`src/rtl/tdm_mux.sv`:
```
// tdm_mux: round-robin time-division multiplexer for the reservoir input stage.
// Serialises N_CH parallel W-bit channels onto one registered stream. Each
// slot lasts HOLD enabled cycles; the channel sample is latched once at the
// first hold phase of its slot and held for the rest of the slot.
//
// Optional feature macro: TDM_MUX_MASK_EN
//   defined   -> ch_mask port exists; a masked slot outputs zero with
//                dout_valid low for its whole duration, timing unchanged.
//   undefined -> all channels are always active, no ch_mask port.
module tdm_mux #(
  parameter  int N_CH = 4,
  parameter  int W    = 8,
  parameter  int HOLD = 1,
  localparam int SW   = $clog2(N_CH)
) (
  input  logic              clk,
  input  logic              rst_n,
  input  logic              en,
  input  logic [N_CH*W-1:0] din,
`ifdef TDM_MUX_MASK_EN
  input  logic [N_CH-1:0]   ch_mask,
`endif
  output logic [W-1:0]      dout,
  output logic              dout_valid,
  output logic [SW-1:0]     slot,
  output logic              frame_start
);

  // Hold counter needs at least one bit even when HOLD is 1.
  localparam int HW = (HOLD > 1) ? $clog2(HOLD) : 1;

  localparam logic [SW-1:0] LAST_SLOT = SW'(N_CH - 1);
  localparam logic [HW-1:0] LAST_HOLD = HW'(HOLD - 1);

  // Unflattened view of the input channels.
  logic [W-1:0] ch [N_CH];

  for (genvar k = 0; k < N_CH; k++) begin : g_ch
    assign ch[k] = din[k*W +: W];
  end

  // Sequencing state: which slot is being served and which hold phase of it.
  logic [SW-1:0] cur_slot;
  logic [SW-1:0] next_slot;
  logic [HW-1:0] cur_hold;
  logic [HW-1:0] next_hold;
  logic          phase0;
  logic          slot_end;

  // Sample selected for the current slot, and whether the slot carries data.
  logic [W-1:0]  sample_sel;
  logic          vld_next;

  // Output-stage registers.
  logic [W-1:0]  data_p0;
  logic          vld_p0;
  logic [SW-1:0] slot_p0;
  logic          frame_p0;

  // Decode where we are inside the slot.
  always_comb begin
    phase0   = (cur_hold == '0);
    slot_end = (cur_hold == LAST_HOLD);
  end

  // Next slot/hold position: wrap the hold phase, then step the slot round-robin.
  always_comb begin
    next_slot = cur_slot;
    next_hold = cur_hold;
    if (slot_end) begin
      next_hold = '0;
      next_slot = (cur_slot == LAST_SLOT) ? '0 : cur_slot + 1'b1;
    end else begin
      next_hold = cur_hold + 1'b1;
    end
  end

  // Slot/hold counters advance only on enabled cycles; a pause freezes the phase.
  always_ff @(posedge clk or negedge rst_n) begin
    if (!rst_n) begin
      cur_slot <= '0;
      cur_hold <= '0;
    end else if (en) begin
      cur_slot <= next_slot;
      cur_hold <= next_hold;
    end
  end

  // Channel select for the slot currently being served.
  always_comb begin
    sample_sel = ch[cur_slot];
  end

`ifdef TDM_MUX_MASK_EN
  // Mask decision for the slot, captured at its first hold phase so that a
  // mask change mid-slot only takes effect from the next slot.
  logic slot_active;

  // Remember whether the slot in progress was enabled when it started.
  always_ff @(posedge clk or negedge rst_n) begin
    if (!rst_n) begin
      slot_active <= 1'b0;
    end else if (en && phase0) begin
      slot_active <= ch_mask[cur_slot];
    end
  end

  // Live-ness of the sample emitted this cycle: fresh mask at phase 0, latched otherwise.
  always_comb begin
    vld_next = phase0 ? ch_mask[cur_slot] : slot_active;
  end
`else
  // Without masking every slot carries live data.
  always_comb begin
    vld_next = 1'b1;
  end
`endif

  // ---- stage p0: registered output sample, slot tag, valid and frame marker ----
  // Latch the sample once per slot; valid and frame marker follow the enable.
  always_ff @(posedge clk or negedge rst_n) begin
    if (!rst_n) begin
      data_p0  <= '0;
      vld_p0   <= 1'b0;
      slot_p0  <= '0;
      frame_p0 <= 1'b0;
    end else if (en) begin
      if (phase0) begin
        data_p0 <= vld_next ? sample_sel : '0;
        slot_p0 <= cur_slot;
      end
      vld_p0   <= vld_next;
      frame_p0 <= phase0 && (cur_slot == '0);
    end else begin
      vld_p0   <= 1'b0;
      frame_p0 <= 1'b0;
    end
  end

  assign dout        = data_p0;
  assign dout_valid  = vld_p0;
  assign slot        = slot_p0;
  assign frame_start = frame_p0;

endmodule

```
`config.mk`:
```
export PLATFORM = sky130hd
export DESIGN_NAME = tdm_mux
export DESIGN_NICKNAME = d
export VERILOG_FILES = /design/src/rtl/tdm_mux.sv
export SDC_FILE = /design/constraint.sdc
export NUM_CORES = 1
export LEC_CHECK = 0
export BUFFER_PORTS_ARGS = -buffer_cell sky130_fd_sc_hd__buf_4
export CAP_MARGIN = 0
export CORE_MARGIN = 2
export CORE_UTILIZATION = 41
export DETAILED_ROUTE_END_ITERATION = 8
export PLACE_DENSITY = 0.88
export SLEW_MARGIN = 30
export SYNTH_ARGS = -nofsm -noshare
export SYNTH_HDL_FRONTEND = slang
export SYNTH_SLANG_ARGS = --single-unit
```
`constraint.sdc`:
```
create_clock -name clk -period 1.36 [get_ports clk]
set_input_delay 0.068 -clock clk [delete_from_list [all_inputs] [get_ports clk]]
set_output_delay 0.068 -clock clk [all_outputs]
set_load 0.03 [all_outputs]
```
==> results.ini <==
[power_and_ir_drop]
p_leak_nw=0.596
vdd_ir_drop_max_v=0.00106
powerDensity_nw_per_um2=1830

[synth]
synth_area_um2=762
yosysSeqAreaShare=0.460
ys_top_cells_by_area=dfrtp_1, mux2i_1, o221ai_1
synth_top_area_share=0.460
syn-num-nets=101
yosysTopAreaCell=dfrtp_1
ys_ff_latch=14
yosys_warnings=0
synth.distinct_cells=15
syn_area_per_cell_um2=11.9
syn_inst=64

[floorplanning]
num_rows=15
die_x_um=47.1
dieHeight_um=47.1
io-pin-count=47
core_area_um2=1750
initial_core_util=0.437
die_area_um2=2220

[detailed_routing]
firstDrtPassIters=5
totalWireLength_mm=2.05
wl_per_cell_um=14.7
drtAntennaViolNets=0
drtIter0Drc=10
via_per_inst=5.12
num_vias=712
drc=0

[global_routing]
overflow=0
first_global_vias=678
grt_max_degree=19
grt_pass1_wl_mm=2.94
antenna_found_initial=0
grt_usage=0.193

[outcome]
outcome=completed

[clock_network]
htreeDepth=1
root_buffer=clkbuf_4
cts_tree=built
clkLatencyLatePin_ps=280
postCtsSetupBuffers=0
cts_buffers=3
path_clk_slew_ps=80
clk_path_buf_depth=2
cts_sinks=14

[placement]
dp_hpwl_mm=1.58
numPortBuffers=46
gp_congestion=0.686

[final_layout]
drive_above_1_share=0.465
fin_nets=152
area_growth_pct=53.5
num_antenna_cells=0

[worst_hold_path]
whs_path_depth=3
hp-class=input pin to flip-flop

[sta]
max-slew-margin-rel=0.772
tns_ps=0
rsz0062_at_grt=no
hold_violations=0
layout_min_cycle_time_ps=1220
tightest_slew_ps=342
fin_hold_ws_ps=114
clock_skew_ps=4.24
drv_slew=0
period_share=0.895
setup_violations=0
max_clock_freq_mhz=821

[critical_path]
reg2reg_depth=3
crit_type=flip-flop to flip-flop
cp_max_fo=6
start_kind=flip-flop
cp.required_ps=1550
critPathArrivalTime_ps=1400
endpoint_kind=flip-flop

[flow_run]
cap_violations=0

-- critical path, cell delays in order, from the launching register on --
cell     delay, ps
dfrtp_1        450
ha_1           220
or3b_1         340
o21ai_0        110
-- metrics by stage --
step	util	worst slack, ps	total power, W	cell area (um2)	std cells
2_1_floorplan	-	166	0.00147	762	64
6_report	0.670	142	0.00214	1170	139
3_3_place_gp	0.638	254	0.00181	1110	133
5_1_grt	0.670	104	0.00227	1170	139
4_1_cts	0.665	157	0.00215	1160	138
3_5_place_dp	0.638	182	0.00185	1110	133
-- per-layer routing --
layer | vias to the layer above | GRT usage | wire (um)
met5 | - | 0 | 0
met1 | 342 | 0.226 | 772
li1 | 333 | - | -
met3 | 4 | 0.0269 | 157
met4 | 0 | 0.100 | 38
met2 | 33 | 0.342 | 1080
-- where the power goes --
| group | internal (W) | leakage (nW) | switching (W) |
|---|---|---|---|
| combinational | 0.000502 | 0.403 | 0.000643 |
| clock | 0.000163 | 0.0210 | 0.000134 |
| sequential | 0.000586 | 0.172 | 0.000107 |
| total | 0.00125 | 0.596 | 0.000884 |
-- flip-flops by register name, indices dropped and copies added, names as in the netlist --
| signal | count |
|---|---|
| cur_slot | 2 |
| dout | 8 |
| dout_valid | 1 |
| slot | 2 |
| frame_start | 1 |
-- final cells by class --
class	instances	area (um2)
clock buffer	4	36.3
fill	148	576
inverter	3	11.3
multi-input combinational	43	360
sequential	14	350
tap	25	31.3
timing repair buffer	50	380
-- cell usage in the layout (no fill, tap or decap), drive strengths merged --
master	n
buf	48
mux2i	16
dfrtp	14
nand2b	9
o221ai	8
clkbuf	4
inv	3
o21ai	3
nand2	2
ha	2
dlygate4sd3	2
and2	1
mux2	1
or3b	1
-- synth_stat cells --
master    instances
nand2_1           2
o21ai_0           3
ha_1              2
mux2_2            1
inv_1             3
o221ai_1          8
buf_1             1
mux2i_1          16
nand2b_1          9
buf_2             1
buf_6             1
or3b_1            1
and2_1            1
buf_12            1
dfrtp_1          14
-- worst paths after layout --
path / startpoint / to / slack [ps]
setup / recovery: cur_slot[0] / cur_slot[0] / 140
hold / removal: din[2] / dout[2] / 110
setup reg to reg: cur_slot[0] / cur_slot[0] / 140
hold reg to reg: dout[1] / dout[1] / 510
max in group asynchronous: rst_n / cur_slot[1] / 1030
min in group asynchronous: rst_n / dout[2] / 160
-- cells by family (layout without fill, tap and decap cells) --
logic type | Yosys count | in the layout | synth area share
multiplexers | 17 | 17 | 0.225
flip-flops | 14 | 14 | 0.460
AND/OR/NAND/NOR | 13 | 13 | 0.103
AO/OA/AOI/OAI | 11 | 11 | 0.112
buffers and inverters | 7 | 57 | 0.0673
adder cells (fa/ha/maj) | 2 | 2 | 0.0328
-- repair_timing --
action | CTS | global route
gates resized for setup | 0 | 0
endpoints found under the hold margin | 14 | 1
hold buffers | 1 | 1
No activity file was read; power rests on OpenSTA's default activity.
